## src/rtl/mdu.sv

```systemverilog
// Iterative 32-bit multiply/divide unit holding the architectural HI/LO registers.
// Radix-2 shift-add multiply and restoring divide, 32 iterations plus one sign-fix cycle.
module mdu (
  input  logic        clk,
  input  logic        rst,
  input  logic        start,
  input  logic [1:0]  op,
  input  logic [31:0] A,
  input  logic [31:0] B,
  input  logic        we_hi,
  input  logic        we_lo,
  output logic        busy,
  output logic        done,
  output logic [31:0] hi,
  output logic [31:0] lo
);

  typedef enum logic [1:0] {IDLE, CALC, FIX} state_t;

  state_t      state, state_nxt;
  logic [4:0]  cnt;
  logic        accept;
  logic        is_div, sa, sb;
  logic [31:0] a_mag, b_mag, quo, rem;
  logic [63:0] prod;
  logic [63:0] pp;
  logic [32:0] trial;
  logic        q_bit;
  logic [31:0] rem_nxt;
  logic [31:0] a_orig;
  logic [63:0] prod_fix;
  logic [31:0] res_hi, res_lo;

  function automatic logic [31:0] neg32(input logic [31:0] x, input logic neg);
    logic signed [31:0] s;
    s = $signed(x);
    return neg ? $unsigned(-s) : x;
  endfunction

  function automatic logic [63:0] neg64(input logic [63:0] x, input logic neg);
    logic signed [63:0] s;
    s = $signed(x);
    return neg ? $unsigned(-s) : x;
  endfunction

  always_ff @(posedge clk or posedge rst) begin
    if (rst) state <= IDLE;
    else     state <= state_nxt;
  end

  always_comb begin
    state_nxt = state;
    accept    = 1'b0;
    case (state)
      IDLE: if (start) begin
        state_nxt = CALC;
        accept    = 1'b1;
      end
      CALC: if (cnt == 5'd31) state_nxt = FIX;
      FIX:  state_nxt = IDLE;
      default: state_nxt = IDLE;
    endcase
  end

  // Per-iteration datapath terms: partial product and restoring-divide trial subtract
  always_comb begin
    pp      = b_mag[cnt] ? ({32'd0, a_mag} << cnt) : 64'd0;
    trial   = {rem, quo[31]};
    q_bit   = (trial >= {1'b0, b_mag});
    rem_nxt = q_bit ? (trial[31:0] - b_mag) : trial[31:0];
  end

  // Sign correction; A is recovered from its magnitude for the divide-by-zero HI value
  always_comb begin
    a_orig   = neg32(a_mag, sa);
    prod_fix = neg64(prod, sa ^ sb);
    res_hi   = prod_fix[63:32];
    res_lo   = prod_fix[31:0];
    if (is_div) begin
      if (b_mag == 32'd0) begin
        res_hi = a_orig;
        res_lo = 32'hFFFF_FFFF;
      end else begin
        res_hi = neg32(rem, sa);
        res_lo = neg32(quo, sa ^ sb);
      end
    end
  end

  always_ff @(posedge clk or posedge rst) begin
    if (rst) begin
      cnt  <= 5'd0;
      busy <= 1'b0;
      done <= 1'b0;
      hi   <= 32'd0;
      lo   <= 32'd0;
    end else begin
      busy <= (state_nxt != IDLE);
      done <= (state == FIX);
      if (accept)              cnt <= 5'd0;
      else if (state == CALC)  cnt <= cnt + 5'd1;
      if (state == FIX) begin
        hi <= res_hi;
        lo <= res_lo;
      end else if (state == IDLE && !start) begin
        if (we_hi) hi <= A;
        if (we_lo) lo <= A;
      end
    end
  end

  always_ff @(posedge clk) begin
    if (accept) begin
      is_div <= op[1];
      sa     <= ~op[0] & A[31];
      sb     <= ~op[0] & B[31];
      a_mag  <= neg32(A, ~op[0] & A[31]);
      b_mag  <= neg32(B, ~op[0] & B[31]);
      quo    <= neg32(A, ~op[0] & A[31]);
      rem    <= 32'd0;
      prod   <= 64'd0;
    end else if (state == CALC) begin
      if (!is_div) begin
        prod <= prod + pp;
      end else begin
        rem <= rem_nxt;
        quo <= {quo[30:0], q_bit};
      end
    end
  end

endmodule

```

## config.mk

```make
export PLATFORM = sky130hd
export DESIGN_NAME = mdu
export DESIGN_NICKNAME = d
export VERILOG_FILES = /design/src/rtl/mdu.sv
export SDC_FILE = /design/constraint.sdc
export NUM_CORES = 1
export LEC_CHECK = 0
export ABC_AREA = 1
export ABC_CLOCK_PERIOD_IN_PS = 4600
export CAP_MARGIN = 20
export CORE_ASPECT_RATIO = 1.75
export CORE_MARGIN = 2
export CORE_UTILIZATION = 56
export CTS_CLUSTER_SIZE = 20
export DETAILED_ROUTE_END_ITERATION = 16
export PLACE_DENSITY = 0.75
export SLEW_MARGIN = 30
export SYNTH_ARGS = -nofsm -noshare
export SYNTH_HDL_FRONTEND = slang
export SYNTH_SLANG_ARGS = --single-unit
```

## constraint.sdc

```tcl
create_clock -name clk -period 4.6 [get_ports clk]
set_clock_uncertainty 0.15 [all_clocks]
set_input_delay 0.69 -clock clk [delete_from_list [all_inputs] [get_ports clk]]
set_output_delay 0.69 -clock clk [all_outputs]
set_load 0.1 [all_outputs]
```

==> results.md, run 1 <==
* Post-synth EDFFs at just under 100
* Rows at roughly 110
* RD Place Congestion at roughly 1.3
* Clock Path Buffers at 3
* Library cells used by synthesis at 54
* Cells after synthesis at between 4000 and 5000
* Grt ovf at 3
* Root Driver: clkbuf_16
* Synthesized cell area at 28000 µm²
* Largest family of logic cells by synthesized area: simple AND/OR/NAND/NOR gates
* Post-synthesis simple-gate area fraction at 0.391
* CTS H-tree lvls at 1
* Hold_buf cts at 0
* TritonCTS buffer count at 29
* Main synth FF type: edfxtp_1
* Mux contribution to synthesized area at 0.00714
* Initial Utilization at 0.567
* Worst EP kind: register input
* GRT Total Usage at 0.549
* Register area share after synthesis at 0.240
* Post-synthesis compound-gate area fraction at 0.152
* Stage reached: global routing
* Log Error: [ERROR GRT-0232] Routing congestion too high. Check the congestion heatmap in the GUI.
* Async set or reset register ratio after synthesis at 0.272
* Die X at 173 µm
* Pin count of the biggest net entering global routing at approximately 170
* Syn Nets at around 5000
* Hpwl dp at approximately 110000 µm
* Worst endpoint from the post-global-route timing repair: prod[61]$_SDFFE_PP0P_/D
* Number of synthesis warnings at 0
* # IOs at 137
* # port buffers at approximately 140
* Post CTS Setup Buffer Count at 0
* Area share of fa/ha/maj cells after synthesis at 0.0474
* # resized after CTS at 0
* Syn Area/Cell at between 5 and 6 µm²
* Total clock sinks at approximately 270
* Synthesized flop and latch total at ~270
* Post-synthesis xor/xnor area fraction at 0.0378
* Outcome: did not finish
* Die H at ~300 µm
per-stage QoR:
stage	util	std cells	setup WS, ns	area, µm²
after detailed placement	0.616	5571	0.233	30500
after global placement	0.616	5571	0.236	30500
after floorplan	-	4820	0.614	28000
after CTS	0.636	5624	0.218	31500
metal layers:
metal / GRT overflow / GRT usage
met4: 1 / 0.668
met1: 0 / 0.490
met5: 0 / 0.0167
met2: 2 / 0.878
met3: 0 / 0.205
kinds of logic after synthesis:
group | count (synthesis)
and+or+nand+nor | 2641
buffers and inverters | 887
AOI/OAI and AO/OA | 778
DFF | 268
xor gates and xnor gates | 121
adders and majority gates | 105
muxes | 20
synthesized netlist by cell type, drive strengths merged, types with 36 or more instances:
| cell type | instances | area [µm²] |
|---|---|---|
| nand2 | 1373 | 5180 |
| nand4 | 47 | 294 |
| edfxtp | 99 | 2970 |
| ha | 103 | 1290 |
| nor2 | 622 | 2350 |
| xor2 | 105 | 920 |
| buf | 64 | 389 |
| a21boi | 36 | 270 |
| o21ai | 412 | 2130 |
| a21oi | 247 | 1240 |
| inv | 726 | 2730 |
| nor3 | 46 | 240 |
| nand3 | 481 | 2410 |
| dfxtp | 96 | 1920 |
| clkbuf | 95 | 357 |
| dfrtp | 73 | 1830 |
==> run 2: changes to the inputs <==
- CORE_ASPECT_RATIO: 1.75 -> not set
- CORE_UTILIZATION: 56 -> 40
- CTS_CLUSTER_SIZE: 20 -> not set
- PLACE_DENSITY: 0.75 -> not set
- PLACE_DENSITY_LB_ADDON: not set -> 0.15
==> results.md, run 2 <==
* Post-synthesis compound-gate area fraction at 0.152
* Final worst setup slack at between 0.15 and 0.2 ns
* Cell Count Post-Placement at slightly below 6000
* Startpoint Class: register
* Final Power at ~28 mW
* Library cells used by synthesis at between 50 and 60
* Max FFs per register at 64
* Clk slew on worst S/H paths at ~0.07 ns
* Largest family of logic cells by synthesized area: simple AND/OR/NAND/NOR gates
* Worst setup EP type: register
* 1st-iter DRT viols at between 3000 and 4000
* CP Data Required Time at a little under 5 ns
* Die footprint at around 72000 µm²
* First-pass GRT wire length at 184000 µm
* TNS Setup at 0 ns
* Post-synthesis simple-gate area fraction at 0.391
* Tmin final at 4.44 ns
* Max-cap violations at 0
* Hold_buf cts at 0
* Syn Area/Cell at 5.81 µm²
* Comb power frac at 0.712
* FMAX at 225 MHz
* Most common cell in the synthesized netlist: nand2_1
* Max_slew headroom at 0.278
* Outcome: finished, final reports clean
* GRT Total Usage at 0.340
* TritonRoute pass-1 iters at 7
* Tcrit/Tclk final at 0.966
* PD cells at 863 nW/µm²
* Post-synthesis xor/xnor area fraction at 0.0378
* Grt ovf at 0
* Mux contribution to synthesized area at 0.00714
* Die X at ~270 µm
* Max incr delay on CP at roughly 0.61 ns
* Vias in the first global route at slightly below 30000
* Crit path max-delay cell type: dfrtp_4
* WS Path Type: reg2reg
* Register Area at ~6700 µm²
* RSZ-0062 raised after global routing: no
* Share of layout cells above drive strength 1 at 0.0509
* Worst Hold Class: in2async
* TritonCTS buffer count at 37
* Async set or reset register ratio after synthesis at 0.272
* Fin. max-slew vios at 0
* Area share of fa/ha/maj cells after synthesis at 0.0474
* Layout Cells excl Fill at between 5000 and 6000
* Pre-CTS WS at -0.135 ns
* Remaining DRCs at 0
* Static leakage at roughly 16 nW
* Routed len/inst at 21.2 µm
* RD Place Congestion at about 1.0
* Clock Path Buffers at 3
* Pin count of the biggest net entering global routing at ~170
* CP Max Fanout at 24
* Top cell by count, worst path: nand2_1
* VDD IR max at between 600 and 700 µV
* Leading area contributor after synthesis: nand2_1
* Via density per instance at roughly 5.4
* Hpwl dp at between 100000 and 150000 µm
* Commonest cells after routing, fill and taps aside: 1365 x nand2_1, 702 x inv_1, 611 x nor2_1
* Psw at ~16 mW
* P&R area growth vs syn at 14.3%
* Synth top area cells: nand2_1 18%, edfxtp_1 11%, inv_1 9.4%, nand3_1 8.6%, nor2_1 8.2%
* Worst-path cell chain: buf_4 > nand2_1 > o21ai_1 > o21ai_1 > o21ai_1 > nand2_1 > nor2_1 > o21ai_2 > inv_2 > ha_1 > nand2_1 > o21ai_0 > nand2_1 > nand2_1 > a21oi_1 > nand2_1 > nand2_1 > nand3_1 > nand3_1 > nand2_1 > inv_1
* Fill count at approximately 7700
* Number of synthesis warnings at 0
* Syn Nets at roughly 5000
* DR vias at approximately 32000
* Final core utilization at 0.460
* Post-DRT Antenna Nets at 0
* Final #Nets at just over 5000
* Multi-input combinational cell area at 17900 µm²
* Top cells by count, synth: 1366 x nand2_1, 703 x inv_1, 615 x nor2_1
* Clk_lat worst skew at between 0.5 and 0.6 ns
* Main synth FF type: edfxtp_1
* CTS tree: built
* Yosys top cell area share at 0.183
* CORE AREA at between 60000 and 70000 µm²
* Synthesized flop and latch total at 268
* Fin. Hold Viols at 0
* Placed inst area at 30700 µm²
* Post-synth EDFFs at 99
* # IOs at approximately 140
* Slew @ Worst Pin at about 1.1 ns
* Reg with most FFs: prod
* Clk network pwr share at 0.112
* Initial antenna violation count at 4
* Sequential Power Share at 0.176
* Cell internal pwr at approximately 11 mW
* CTS H-tree lvls at 2
* Initial Utilization at 0.402
* Die H at approximately 270 µm
* Crit path DAT at 4.77 ns
* Rows at 97
* Non-Filler Cell Area, Final at ~32000 µm²
* Setup violations, final at 0
* Hold Slack at ~0.27 ns
* Synthesized cell area at 28000 µm²
* Total clock sinks at 268
* Most common cell after layout, fill and taps aside: nand2_1
* Register area share after synthesis at 0.240
* Final wirelength at ~130000 µm
* Root Driver: clkbuf_16
* # port buffers at around 140
* Cells after synthesis at slightly below 5000
* Sw frac at 0.595
==> run 2: repair_timing <==
action	in CTS	in global routing
hold endpoints to repair	0	0
setup buffers	0	1
setup endpoints to repair	21	42
gates resized for setup	1	19
pin swaps	0	1
==> run 2: area by class of cell <==
class / instances / share of cell area
Sequential cell: 268 / 0.210
Timing Repair Buffer: 241 / 0.0699
Clock inverter: 24 / 0.00860
Clock buffer: 44 / 0.0304
Tap cell: 940 / 0.0367
Inverter: 728 / 0.0855
Multi-Input combinational cell: 3665 / 0.559
Antenna cell: 1 / 0.0000781
==> run 2: layer usage <==
metal  vias to the layer above  wire length (µm)  global-route usage
met1                     14748             54000               0.462
met5                         -                29                   0
met3                       239              9150              0.0434
li1                      15716                 -                   -
met4                         6              6500               0.164
met2                      1277             55500               0.534
==> run 2: kinds of logic (layout without fill, tap and decap cells) <==
kind of cell    Yosys count  count (layout)
compound gates          778             778
xor+xnor                121             121
fa+ha+maj               105             105
buf+inv                 887            1037
flops                   268             268
mux                      20              20
other cells               0               1
simple gates           2641            2641
==> run 2: critical path: cells and delay by family, from the launching register on <==
family | cells | cell delay, ns
compound gates | 6 | 1.46
simple gates | 11 | 1.41
flops | 1 | 0.61
fa+ha+maj | 1 | 0.36
buf+inv | 3 | 0.34
==> run 2: path summary, 6_finish.rpt <==
path,depth (start not counted),to,slack [ns],from
worst max-delay path,21,prod[61],0.16,cnt[0]
max in group asynchronous,3,hi[23],3.33,rst
worst min register to register,2,lo[2],0.34,lo[2]
worst min-delay path,2,hi[8],0.27,rst
worst max register to register,21,prod[61],0.16,cnt[0]
min in group clk,2,lo[2],0.34,lo[2]
==> run 2: power by group through the flow <==
stage                     clock [mW]  sequential [mW]  combinational, mW
after global placement             0             4.85               19.2
after CTS                       3.12             4.81               19.3
after detailed placement           0             4.85               19.2
after global routing            3.20             4.94               21.5
after floorplan                    0             6.35               11.3
final                           3.08             4.86               19.7
No activity file was read; power rests on OpenSTA's default activity.
